### config.mk
export PLATFORM = sky130hd
export DESIGN_NAME = mem_read_streamer
export DESIGN_NICKNAME = d
export VERILOG_FILES = /design/src/rtl/mem_read_streamer_pkg.sv /design/src/rtl/mem_read_streamer.sv
export SDC_FILE = /design/constraint.sdc
export NUM_CORES = 1
export LEC_CHECK = 0
export BUFFER_PORTS_ARGS = -buffer_cell sky130_fd_sc_hd__buf_4
export CAP_MARGIN = 5
export CORE_MARGIN = 1
export CORE_UTILIZATION = 40
export CTS_CLUSTER_SIZE = 8
export DETAILED_ROUTE_END_ITERATION = 8
export PLACE_DENSITY_LB_ADDON = 0.08
export SYNTH_ARGS = -nofsm -noshare
export SYNTH_HDL_FRONTEND = slang
export SYNTH_SLANG_ARGS = --single-unit
export TNS_END_PERCENT = 5
### constraint.sdc
create_clock -name clk -period 2.9 [get_ports clk]
set_input_delay 0 -clock clk [delete_from_list [all_inputs] [get_ports clk]]
set_output_delay 0 -clock clk [all_outputs]
set_load 0.005 [all_outputs]
### src/rtl/mem_read_streamer_pkg.sv
`default_nettype none
// ============================================================================
// mem_read_streamer_pkg : shared state encoding and default widths
// Rev 1.0 : initial release
// ============================================================================
package mem_read_streamer_pkg;

    localparam int c_DEFAULT_DATA_W = 8;
    localparam int c_DEFAULT_ADDR_W = 2;

    typedef enum logic [2:0] {
        IDLE = 3'd0,
        ADDR = 3'd1,
        CAP  = 3'd2,
        SEND = 3'd3,
        DONE = 3'd4
    } state_t;

endpackage : mem_read_streamer_pkg
`default_nettype wire

### src/rtl/mem_read_streamer.sv
`default_nettype none
// ============================================================================
// mem_read_streamer : reads a 1..4 word burst from a fixed-latency memory and
//                     streams it out as valid/ready beats with a last marker
// Rev 1.0 : initial release
// ============================================================================
module mem_read_streamer
    import mem_read_streamer_pkg::*;
#(
    parameter int DATA_W   = c_DEFAULT_DATA_W,
    parameter int ADDR_W   = c_DEFAULT_ADDR_W,
    parameter int READ_LAT = 1
) (
    input  logic              clk,
    input  logic              rst_n,
    input  logic              start,
    input  logic [ADDR_W-1:0] base_addr,
    input  logic [ADDR_W-1:0] count,
    output logic [ADDR_W-1:0] mem_addr,
    output logic              mem_rd,
    output logic              mem_wr,
    input  logic [DATA_W-1:0] mem_rdata,
    output logic [DATA_W-1:0] out_data,
    output logic              out_valid,
    input  logic              out_ready,
    output logic              out_last,
    output logic              busy,
    output logic              done
);

    // Wait counter counts down from READ_LAT-1 so CAP spans exactly READ_LAT cycles.
    localparam logic [1:0] c_WAIT_INIT = 2'(READ_LAT - 1);

    state_t            r_state;
    logic [ADDR_W-1:0] r_addr;
    logic [ADDR_W-1:0] r_beats;
    logic [1:0]        r_wait;

    assign mem_addr = r_addr;
    assign mem_wr   = 1'b0;

    always_ff @(posedge clk) begin
        if (!rst_n) begin
            r_state   <= IDLE;
            r_addr    <= '0;
            r_beats   <= '0;
            r_wait    <= '0;
            mem_rd    <= 1'b0;
            out_data  <= '0;
            out_valid <= 1'b0;
            out_last  <= 1'b0;
            busy      <= 1'b0;
            done      <= 1'b0;
        end else begin
            case (r_state)
                IDLE: begin
                    if (start) begin
                        r_addr  <= base_addr;
                        r_beats <= count;
                        mem_rd  <= 1'b1;
                        busy    <= 1'b1;
                        r_state <= ADDR;
                    end
                end
                ADDR: begin
                    mem_rd  <= 1'b0;
                    r_wait  <= c_WAIT_INIT;
                    r_state <= CAP;
                end
                CAP: begin
                    if (r_wait == 2'd0) begin
                        out_data  <= mem_rdata;
                        out_valid <= 1'b1;
                        out_last  <= (r_beats == '0);
                        r_state   <= SEND;
                    end else begin
                        r_wait <= r_wait - 2'd1;
                    end
                end
                SEND: begin
                    if (out_ready) begin
                        out_valid <= 1'b0;
                        out_last  <= 1'b0;
                        if (r_beats == '0) begin
                            done    <= 1'b1;
                            r_state <= DONE;
                        end else begin
                            // Address wraps naturally at the memory depth.
                            r_addr  <= r_addr + ADDR_W'(1);
                            r_beats <= r_beats - ADDR_W'(1);
                            mem_rd  <= 1'b1;
                            r_state <= ADDR;
                        end
                    end
                end
                DONE: begin
                    done    <= 1'b0;
                    busy    <= 1'b0;
                    r_state <= IDLE;
                end
                default: begin
                    r_state <= IDLE;
                end
            endcase
        end
    end

endmodule : mem_read_streamer
`default_nettype wire

### Word level (Yosys, flattened, before mapping)

Index checks and enable logic that the tools add are counted.

* add/subtract/negate cells: 3
* equal/unequal tests: 10
* mux-type cells: 28
* reduce and logical (&&, ||, !) cells: 17

Operators by type and width (count)
* $mux 2: 7
* $mux 3: 4
* $ne 2x2->1 const B: 6
* $pmux 2 s2: 3
* $pmux 3 s4: 1
* $reduce_bool 2->1: 5
* $reduce_and 3->1: 3
* $mux 1: 8
* $pmux 1 s2: 4
* $reduce_and 4->1: 2
* $eq 3x2->1 const B: 2
* $reduce_and 2->1: 3
* $logic_not 2->1: 2
* $sub 2x1->2 const B: 2
* $eq 3x1->1 const B: 1
* $eq 3x3->1 const B: 1
* $logic_not 3->1: 1
* $pmux 1 s3: 1
* $reduce_bool 3->1: 1
* $add 2x1->2 const B: 1

* flip-flop bits (word level): 22
* input port bits: 16
* output and inout bits: 16
* logic and storage cells: 68

### Depth between registers and ports, before layout

Gate-level depths: netlist of run 1.

* depth in word-level cells: 4
* gate-level depth with buffers: 6
* depth with buffers taken out: 6

### Worst setup path after synthesis of run 1

Ideal clock, no wire load.

* path kind: register to register
* start: reg r_state[2]
* end: reg r_beats[0]
* library setup time: 0.088 ns
* arrival: 1.300 ns
* required time: 2.812 ns
* path slack: 1.512 ns
* cell stages (with the launch flop): 6
* clock period less this slack: 1.388 ns
* cells stage by stage: dfxtp_1 buf_6 or4b_4 o21ai_4 nand2_2 o32ai_2

* longest elaborated chain between the ends: 3

Ends and longest elaborated chain
* start, declared: line mem_read_streamer.sv:34 `state_t r_state;`
* start signal, assigned: line mem_read_streamer.sv:44 `r_state <= IDLE;`
* start signal, assigned: line mem_read_streamer.sv:62 `r_state <= ADDR;`
* start signal, assigned: line mem_read_streamer.sv:68 `r_state <= CAP;`
* $eq 3x2->1 / $logic_not 3->1 (equally long branches): line mem_read_streamer.sv:55 `case (r_state)`
* $ne 2x2->1 (no line) / $reduce_bool 2->1 (equally long branches)
* $reduce_and 4->1 (no line)
* end signal, assigned: line mem_read_streamer.sv:59 `r_beats <= count;`
* end signal, assigned: line mem_read_streamer.sv:90 `r_beats <= r_beats - ADDR_W'(1);`
* end, declared: line mem_read_streamer.sv:36 `logic [ADDR_W-1:0] r_beats;`

Several ways; a longest one is shown, not always the timed one.
A chain may end at the register's enable or synchronous reset.

### Worst setup path after layout of run 1

* start: reg r_state[1]
* end: reg r_beats[0]

The elaborated chain is that of the path after synthesis.

==> key figures, run 1 <==
Run status
  – Outcome: completed

Clocking
  – Clock transition at path regs: ~0.12 ns
  – CTS tree: built
  – Post-CTS setup buffers: 0
  – Clock Tree Buf Depth: 2
  – Cts hold-fix bufs: 13
  – Root Driver: clkbuf_4
  – CTS sink cnt: 22
  – Post-cts sizing count: 0
  – Htree depth: 1
  – Total CTS buffers: 3
  – Worst-Skew Late Latency: about 0.3 ns

Setup path
  – CP top delay family: flip-flops
  – Startpoint Class: flip-flop
  – Reg2reg setup slack: about 1.3 ns
  – Worst R2R Path Depth: 4
  – CP Max Fanout: 16
  – Crit-path cells: nand3b_1 > o21ai_4 > nand2_2 > o32ai_2
  – Required @ worst endpoint: roughly 3.1 ns
  – Slowest stage delay, CP: about 0.6 ns
  – Worst setup EP type: flip-flop
  – Slowest cell on crit path: dfxtp_1
  – End of the worst register-to-register path: r_beats[0]
  – RR Startpoint: r_state[1]
  – CP bufs+invs: 0
  – Worst EP arrival: between 1.5 and 2 ns
  – Critical path class: flip-flop to flip-flop

Route
  – Drt drc: 0
  – Total number of vias: just under 1000
  – Detailed Route Iter0 Violations: 15
  – Total wire length: approximately 2200 um
  – DR vias/cell: roughly 5
  – DRT Pass-1 Iters: 4
  – Post-DRT Antenna Nets: 0
  – Wirelength per Cell: between 10 and 15 um

Hold path
  – Hold worst-path end: busy
  – Hold Crit Start: rst_n
  – Worst hold path class: input port to flip-flop
  – Hold path cells: 3

Global routing
  – Initial antenna violation count: 0
  – First-pass GRT wire length: 3463 um
  – Grt total ovfl: 0
  – Largest net degree at the start of global routing: 24
  – Vias in the first global route: 843
  – Overall Global Routing Usage: 16.72%

Timing
  – Hold Vio Cnt, Final: 0
  – Period utilization: between 50% and 60%
  – Max-slew violations: 0
  – Tmin final: approximately 1.6 ns
  – RSZ-0062 raised after global routing: false
  – Clock Skews: between 0.006 and 0.007 ns
  – Final worst setup slack: between 1 and 1.5 ns
  – Setup TNS: 0 ns
  – Setup violators final: 0
  – FMAX: roughly 0.62 GHz

Yosys
  – Leading post-synthesis cells by cell area: dfxtp_1, nand2_1, a21boi_1
  – Synth Register Bits: 22
  – Count leader, synth: nand2_1
  – Mean Syn Cell Area: between 8 and 9 um2
  – EDFF count, synth: 0
  – Number of warnings issued by yosys: 0
  – Most common flop cell mapped by yosys: dfxtp_1
  – Mapped Cells: approximately 130
  – Sequential area share after synthesis: between 40% and 50%
  – Cell Area, Synth: roughly 1000 um2
  – Post-synth ARST share: 0%
  – Synth top area share: 41.95%
  – Dominant cell type by area after synthesis: dfxtp_1
  – Synth cell count leaders: nand2_1, dfxtp_1, a21boi_1, a21oi_1
  – Synth cell types: 35
  – Syn Nets: ~150

Power
  – Maximum vdd drop: between 0.2 and 0.3 mV
  – Sw Ratio: between 20% and 30%
  – Leakage: between 0.5 and 0.6 nW
  – Combinational share of power: a little under a quarter
  – Internal power: approximately 460 uW
  – Power Density: around 450 nW/um2
  – Power share of the sequential group: between 50% and 60%
  – Clk pwr share: 21.5%
  – Sw power: 180.2 uW

Placed design
  – Hpwl dp: around 1500 um
  – Place WS: approximately 1.3 ns
  – GP Congestion: roughly 0.77
  – Number of port buffers: 30

Final layout
  – Layout area overhead: 35.88%
  – Reg area: 440.4 um2
  – Fill count: 220
  – Area used by multi-input combinational logic: around 550 um2
  – Final nets: roughly 190
  – Antenna cells: 0
  – Proportion of layout cells with a drive suffix above 1: approximately 22%

Die
  – Core Rows: 18
  – Initial Utilization: approximately 42%
  – Die Wd: around 53 um
  – Core ar.: 2477 um2
  – Die Y: roughly 53 um
  – IO Count: 32
  – Die area: roughly 2800 um2

Job
  – Maxcap violations: 0
-- cell families after synthesis --
family	count (synthesis)	synth area share, %
other	1	0.3572
DFF	22	41.95
adders and majority gates	2	2.383
and+or+nand+nor	50	24.19
AOI/OAI and AO/OA	39	25.27
buffers and inverters	13	5.839
-- power groups by stage --
stage                     clock (mW)  sequential, mW  combinational (mW)
after floorplan                    0           0.349              0.0882
after global placement             0           0.356               0.137
after detailed placement           0           0.358               0.138
after CTS                      0.141           0.351               0.152
after global routing           0.149           0.355               0.169
final                          0.137           0.351               0.151
-- metal layers --
layer  wire, um  share of wire [%]  track usage [%]  vias up
met5          0                  0                0        -
met4         15               0.67            7.895        0
met1       1037                 47            19.06      439
met2       1045                 47            29.79       34
met3        131                5.9            2.586        2
li1           -                  -                -      514
-- sequential cells by signal (all words and copies together), names as in the netlist --
name and cells:
out_valid 1, done 1, mem_rd 1, mem_addr 2
out_last 1, out_data 8, r_wait 2, r_beats 2
r_state 3, busy 1
-- cell usage in the layout (no fill, tap or decap), types with 6 or more instances in the layout --
cell / synthesis / layout
nor2_1: 6 / 6
nand2_1: 23 / 23
inv_1: 6 / 6
o21ai_0: 6 / 6
buf_4: 1 / 30
dfxtp_1: 22 / 22
a21boi_1: 9 / 9
a21oi_1: 9 / 9
dlygate4sd3_1: 0 / 13
-- stage by stage --
stage / area, um2 / util (%) / hold slack [ns] / instances / power [mW]
after global routing: 1426 / 57.58 / 0.04277 / 196 / 0.6735
after floorplan: 1050 / - / 0.1348 / 127 / 0.4373
after global placement: 1274 / 51.41 / 0.2479 / 180 / 0.4925
after CTS: 1426 / 57.58 / 0.01321 / 196 / 0.6437
final: 1426 / 57.58 / 0.02238 / 196 / 0.6388
after detailed placement: 1274 / 51.41 / 0.2581 / 180 / 0.4952
-- layout make-up --
| class | count | area share [%] |
|---|---|---|
| well taps | 30 | 2.632 |
| clock buffers | 3 | 1.579 |
| multi-input cells | 92 | 38.42 |
| flip-flops and latches | 22 | 30.88 |
| repair buffers | 43 | 24.91 |
| inverters | 6 | 1.579 |
-- worst max-delay path by stage --
stage                      end  cells past startpoint  slack [ns]        from
floorplan           r_beats[0]                      5        1.51  r_state[2]
global placement    r_beats[0]                      4        1.38  r_state[1]
detailed placement  r_beats[0]                      4        1.33  r_state[1]
CTS                 r_beats[0]                      4        1.30  r_state[1]
global route        r_beats[0]                      4        1.17  r_state[1]
finish              r_beats[0]                      4        1.29  r_state[1]
-- tightest hold or removal path, stage by stage --
cell,delay [ns]
buf_4,0.19
nand2_1,0.08
nor2_1,0.03
Note: power is estimated with default switching activity, not from simulation.
==> run 2: changes to the inputs <==
- clock period: 2.9 -> 1.35 ns (I/O delays scaled with it)
==> run 2 against run 1 <==
Against the previous run: the flow now finishes with violations (setup timing); setup slack worse by 1.3 ns; clock skew down 0.0020 ns; sequential power up 110%; non-clock buffer count up 18; fmax up 15%; combinational power rose to 2.9 times the previous value; first-iteration DRC count down 6.7%; die area unchanged; design area up 12%; final cell count up 9.7%; core utilization up 7.0 points; routed wire length up 9.6%; critical endpoint unchanged.
==> key figures, run 2 (synthesized netlist as in run 1, its figures left out) <==
Run status
  – Outcome: complete, but fails checks (was completed)
  – Failing checks: setup timing

Timing
  – FMAX: 0.7107 GHz (was 0.6193 GHz)
  – WHS: 0.01573 ns (was 0.02238 ns)
  – Setup violators final: 3 (was 0)
  – Clock Skews: 0.004548 ns (was 0.006522 ns)
  – Hold Vio Cnt, Final: 0 (unchanged)
  – Setup TNS: -0.07896 ns (was 0 ns)
  – Final worst setup slack: -0.05708 ns (was 1.285 ns)
  – RSZ-0062 raised after global routing: true (was false)
  – Period utilization: 104.2% (was 55.68%)
  – Max-slew violations: 0 (unchanged)
  – Tmin final: 1.407 ns (was 1.615 ns)

Setup path
  – RR Startpoint: r_state[0] (was r_state[1])
  – CP bufs+invs: 1 (was 0)
  – Slowest cell on crit path: or4b_4 (was dfxtp_1)
  – Worst setup EP type: flip-flop (unchanged)
  – Slowest stage delay, CP: 0.56 ns (was 0.60 ns)
  – End of the worst register-to-register path: r_beats[0] (unchanged)
  – CP Max Fanout: 2 (was 16)
  – Required @ worst endpoint: 1.54 ns (was 3.12 ns)
  – Worst R2R Path Depth: 4 (unchanged)
  – CP top delay family: simple AND/OR/NAND/NOR gates (was flip-flops)
  – Reg2reg setup slack: -0.06 ns (was 1.29 ns)
  – Startpoint Class: flip-flop (unchanged)
  – Critical Path Stages: 4 (unchanged)
  – Critical path class: flip-flop to flip-flop (unchanged)
  – Crit-path cells: or4b_4 > buf_4 > o21ai_1 > o32ai_2 (was nand3b_1 > o21ai_4 > nand2_2 > o32ai_2)
  – Worst EP arrival: 1.60 ns (was 1.84 ns)

Die
  – Core ar.: 2477 um2 (unchanged)
  – IO Count: 32 (unchanged)
  – Core Rows: 18 (unchanged)
  – Die area: 2833 um2 (unchanged)
  – Die Wd: 53.23 um (unchanged)
  – Initial Utilization: 42.37% (unchanged)
  – Die Y: 53.23 um (unchanged)

Clocking
  – Total CTS buffers: 3 (unchanged)
  – Htree depth: 1 (unchanged)
  – Root Driver: clkbuf_4 (unchanged)
  – Clock Tree Buf Depth: 2 (unchanged)
  – CTS sink cnt: 22 (unchanged)
  – Worst-Skew Late Latency: 0.31 ns (was 0.30 ns)
  – Clock transition at path regs: 0.13 ns (was 0.12 ns)
  – CTS tree: built (unchanged)

Placed design
  – Hpwl dp: 1717 um (was 1526 um)
  – Placed cells: 196 (was 180)
  – GP Congestion: 0.8039 (was 0.7691)
  – Number of port buffers: 30 (unchanged)
  – Placed Area: 1394 um2 (was 1274 um2)
  – Place WS: -0.02920 ns (was 1.328 ns)

Final layout
  – Commonest non-fill, non-tap cell in the layout: buf_4 (unchanged)
  – Max reg flops: 8 (unchanged)
  – Biggest regs: out_data x8, r_state x3 (unchanged)
  – Final Util: 64.55% (was 57.58%)
  – Final Non-Filler Cells: 215 (was 196)
  – Commonest cells after routing, fill and taps aside: buf_4, nand2_1, dfxtp_1 (unchanged)
  – Antenna cells: 0 (unchanged)
  – Design Area, Final: 1599 um2 (was 1426 um2)
  – Final nets: 204 (was 186)
  – Layout area overhead: 52.32% (was 35.88%)
  – Proportion of layout cells with a drive suffix above 1: 34.05% (was 22.29%)
  – Biggest register: out_data (unchanged)

Hold path
  – Hold Crit Start: rst_n (unchanged)
  – Hold worst-path end: busy (unchanged)
  – Worst hold path class: input port to flip-flop (unchanged)
  – Hold path cells: 3 (unchanged)

Route
  – Detailed Route Iter0 Violations: 14 (was 15)
  – Post-DRT Antenna Nets: 0 (unchanged)
  – DR vias/cell: 4.935 (was 5.046)
  – Total number of vias: 1061 (was 989)
  – Drt drc: 0 (unchanged)
  – DRT Pass-1 Iters: 4 (unchanged)
  – Wirelength per Cell: 11.37 um (about the same)
  – Total wire length: 2444 um (was 2229 um)

Power
  – Power Density: 967.8 nW/um2 (was 447.9 nW/um2)
  – Pwr Total: 1.548 mW (was 638.8 uW)
  – Leakage: 0.6855 nW (was 0.5777 nW)
  – Maximum vdd drop: 0.6236 mV (was 0.2689 mV)

Job
  – Maxcap violations: 0 (unchanged)

Global routing
  – Initial antenna violation count: 0 (unchanged)
  – First-pass GRT wire length: 3815 um (was 3463 um)
  – Overall Global Routing Usage: 18.76% (was 16.72%)
  – Largest net degree at the start of global routing: 24 (unchanged)
  – Grt total ovfl: 0 (unchanged)
  – Vias in the first global route: 915 (was 843)
## run 2: area by class of cell
cell class	instances	area [um2]
fillers	216	878.3
multi-input cells	92	563.0
repair buffers	61	494.2
flip-flops and latches	22	445.4
well taps	30	37.54
clock buffers	4	36.28
inverters	6	22.52
## run 2: timing repair
action | in CTS | in global routing
buffers inserted | 1 | 1
resized for setup | 2 | 7
setup endpoints to repair | 3 | 7
hold buffers | 13 | 0
endpoints found under the hold margin | 13 | 0
pin swaps | 1 | 2
## run 2: metal layers
layer	wire, um	part of all wire (%)	vias up	global-route usage [%]
met3	114	4.7	6	2.874
met5	0	0	-	0
met2	1169	48	36	31.67
met1	1124	46	469	22.22
met4	36	1.5	0	10.53
li1	-	-	550	-
## run 2: worst min-delay path, cell delays in order
cell,delay [ns]
buf_4,0.18
nand2_1,0.08
nor2_1,0.04
## run 2: how the worst max path moves through the flow
stage                from  slack (ns)         end
5_1_grt        r_state[0]       -0.09  r_beats[0]
4_1_cts        r_state[1]       -0.06  r_beats[0]
6_report       r_state[0]       -0.06  r_beats[0]
3_3_place_gp   r_state[0]       0.006  r_beats[0]
3_5_place_dp   r_state[0]       -0.03  r_beats[0]
2_1_floorplan  r_state[2]       -0.04  r_beats[0]
## run 2: power breakdown
part,internal (mW),switching [mW],leakage (nW)
sequential,0.704,0.0311,0.181
combinational,0.254,0.188,0.483
clock,0.165,0.205,0.0210
==> run 3: changes to the inputs <==
- CELL_PAD_IN_SITES_DETAIL_PLACEMENT: not set -> 1
- CELL_PAD_IN_SITES_GLOBAL_PLACEMENT: not set -> 1
- CORE_UTILIZATION: 40 -> 32
==> run 3 against run 2 <==
Against the previous run: the flow still finishes with violations (setup timing); flip-flop and latch count stayed put; clock power is 18% lower; fmax down 0.98%; largest power group unchanged.
==> key figures, run 3 (synthesized netlist as in run 1, its figures left out) <==
Route
  – Drt drc: 0 (unchanged)
  – DRT Pass-1 Iters: 4 (unchanged)
  – Total number of vias: 1075 (was 1061)
  – Detailed Route Iter0 Violations: 10 (was 14)
  – Post-DRT Antenna Nets: 0 (unchanged)
  – DR vias/cell: 4.778 (was 4.935)
  – Total wire length: 2919 um (was 2444 um)
  – Wirelength per Cell: 12.97 um (was 11.37 um)

Clocking
  – Clock Tree Buf Depth: 2 (unchanged)
  – CTS sink cnt: 22 (unchanged)
  – Htree depth: 1 (unchanged)
  – Worst-Skew Late Latency: 0.31 ns (about the same)
  – Root Driver: clkbuf_4 (unchanged)
  – Clock transition at path regs: 0.12 ns (was 0.13 ns)
  – Total CTS buffers: 3 (unchanged)
  – CTS tree: built (unchanged)

Die
  – Core ar.: 3078 um2 (was 2477 um2)
  – Die Y: 59.28 um (was 53.23 um)
  – IO Count: 32 (unchanged)
  – Core Rows: 20 (was 18)
  – Initial Utilization: 34.11% (was 42.37%)
  – Die area: 3514 um2 (was 2833 um2)
  – Die Wd: 59.28 um (was 53.23 um)

Timing
  – RSZ-0062 raised after global routing: true (unchanged)
  – Final worst setup slack: -0.07099 ns (was -0.05708 ns)
  – FMAX: 0.7037 GHz (was 0.7107 GHz)
  – Period utilization: 105.3% (was 104.2%)
  – Hold Vio Cnt, Final: 0 (unchanged)
  – Tmin final: 1.421 ns (was 1.407 ns)
  – Setup violators final: 3 (unchanged)
  – Max-slew violations: 0 (unchanged)
  – Clock Skews: 0.01027 ns (was 0.004548 ns)

Power
  – Clk pwr share: 20.6% (was 23.9%)
  – Internal power: 1.048 mW (was 1.124 mW)
  – Power share of the sequential group: 49.8% (was 47.5%)
  – Maximum vdd drop: 0.5517 mV (was 0.6236 mV)
  – Leakage: 0.6644 nW (was 0.6855 nW)
  – Sw Ratio: 29.01% (was 27.40%)
  – Combinational share of power: 29.7% (was 28.6%)
  – Pwr Total: 1.476 mW (was 1.548 mW)
  – Power Density: 931.6 nW/um2 (was 967.8 nW/um2)
  – Sw power: 428.1 uW (was 424.1 uW)

Placed design
  – Place WS: -0.06427 ns (was -0.02920 ns)
  – Placed Area: 1389 um2 (was 1394 um2)
  – Hpwl dp: 2091 um (was 1717 um)
  – Placed cells: 207 (was 196)
  – GP Congestion: 0.7256 (was 0.8039)
  – Number of port buffers: 30 (unchanged)

Final layout
  – Commonest non-fill, non-tap cell in the layout: buf_4 (unchanged)
  – Fill count: 387 (was 216)
  – Final Non-Filler Cells: 225 (was 215)
  – Antenna cells: 0 (unchanged)
  – Proportion of layout cells with a drive suffix above 1: 32.60% (was 34.05%)
  – Biggest register: out_data (unchanged)
  – Layout area overhead: 50.89% (was 52.32%)
  – Final nets: 201 (was 204)
  – Commonest cells after routing, fill and taps aside: buf_4, nand2_1, dfxtp_1 (unchanged)
  – Max reg flops: 8 (unchanged)
  – Design Area, Final: 1584 um2 (was 1599 um2)
  – Biggest regs: out_data x8, r_state x3 (unchanged)

Global routing
  – Largest net degree at the start of global routing: 24 (unchanged)
  – Grt total ovfl: 0 (unchanged)
  – Vias in the first global route: 1056 (was 915)
  – Overall Global Routing Usage: 17.59% (was 18.76%)
  – Initial antenna violation count: 0 (unchanged)
  – First-pass GRT wire length: 4616 um (was 3815 um)

Setup path
  – Slowest stage delay, CP: 0.55 ns (was 0.56 ns)
  – CP Max Fanout: 4 (was 2)
  – Critical path class: flip-flop to flip-flop (unchanged)
  – Required @ worst endpoint: 1.58 ns (was 1.54 ns)
  – Startpoint Class: flip-flop (unchanged)
  – Worst EP arrival: 1.65 ns (was 1.60 ns)
  – Crit-path cells: or4b_4 > o21ai_4 > nand2_2 > o32ai_2 (was or4b_4 > buf_4 > o21ai_1 > o32ai_2)
  – CP bufs+invs: 0 (was 1)
  – CP top delay family: simple AND/OR/NAND/NOR gates (unchanged)
  – Slowest cell on crit path: or4b_4 (unchanged)
  – Worst setup EP type: flip-flop (unchanged)

Hold path
  – Worst hold path class: input port to flip-flop (unchanged)

Run status
  – Failing checks: setup timing (unchanged)
  – Outcome: complete, but fails checks (unchanged)

Job
  – Maxcap violations: 0 (unchanged)
[run 3: per-stage QoR]
stage | TNS (ns) | utilization (%) | hold slack (ns)
final | -0.1261 | 51.46 | 0.03004
after floorplan | -0.03793 | - | 0.1348
after CTS | -0.1788 | 50.69 | 0.02703
after detailed placement | -0.1022 | 45.12 | 0.2639
after global routing | -0.4774 | 51.46 | 0.02695
after global placement | -0.01154 | 45.12 | 0.2494
[run 3: power groups by stage]
| stage | clock, mW | sequential, mW | combinational, mW |
|---|---|---|---|
| 5_1_grt | 0.343 | 0.740 | 0.484 |
| 3_5_place_dp | 0 | 0.746 | 0.387 |
| 2_1_floorplan | 0 | 0.750 | 0.189 |
| 6_report | 0.303 | 0.735 | 0.438 |
| 3_3_place_gp | 0 | 0.743 | 0.376 |
| 4_1_cts | 0.323 | 0.732 | 0.432 |
[run 3: per-layer routing]
layer  track usage [%]  vias up  wire, um
li1                  -      542         -
met1             20.67      502      1336
met2             32.10       27      1441
met3             1.965        4       107
met4             7.143        0        34
met5                 0        -         0
[run 3: layout make-up]
type                            count  area, um2  share of cell area (%)
Inverter                            6      22.52                   1.422
Sequential cell                    22      442.9                   27.96
Timing Repair Buffer               58      471.7                   29.78
Multi-Input combinational cell     92      569.3                   35.94
Tap cell                           44      55.05                   3.476
Clock buffer                        3      22.52                   1.422
[run 3: worst register-to-register path, cell delays in order (launching register included)]
cell and delay, ns:
dfxtp_1 0.34, or4b_4 0.55, o21ai_4 0.10, nand2_2 0.10, o32ai_2 0.26
[run 3: what timing repair did]
| item | CTS | global route |
|---|---|---|
| endpoints found under the setup margin | 7 | 12 |
| hold buffers | 13 | 0 |
| resized for setup | 4 | 7 |
| buffers inserted | 1 | 1 |
| hold endpoints to repair | 13 | 0 |
| pin swaps | 4 | 4 |
| gates cloned | 0 | 0 |
[run 3: worst paths after layout]
kind                    start     endpoint  slack (ns)  depth (start not counted)
hold / removal          rst_n         busy        0.03                          3
hold reg to reg   out_data[4]  out_data[4]        0.46                          2
setup / recovery   r_state[0]   r_beats[0]       -0.07                          4
setup reg to reg   r_state[0]   r_beats[0]       -0.07                          4
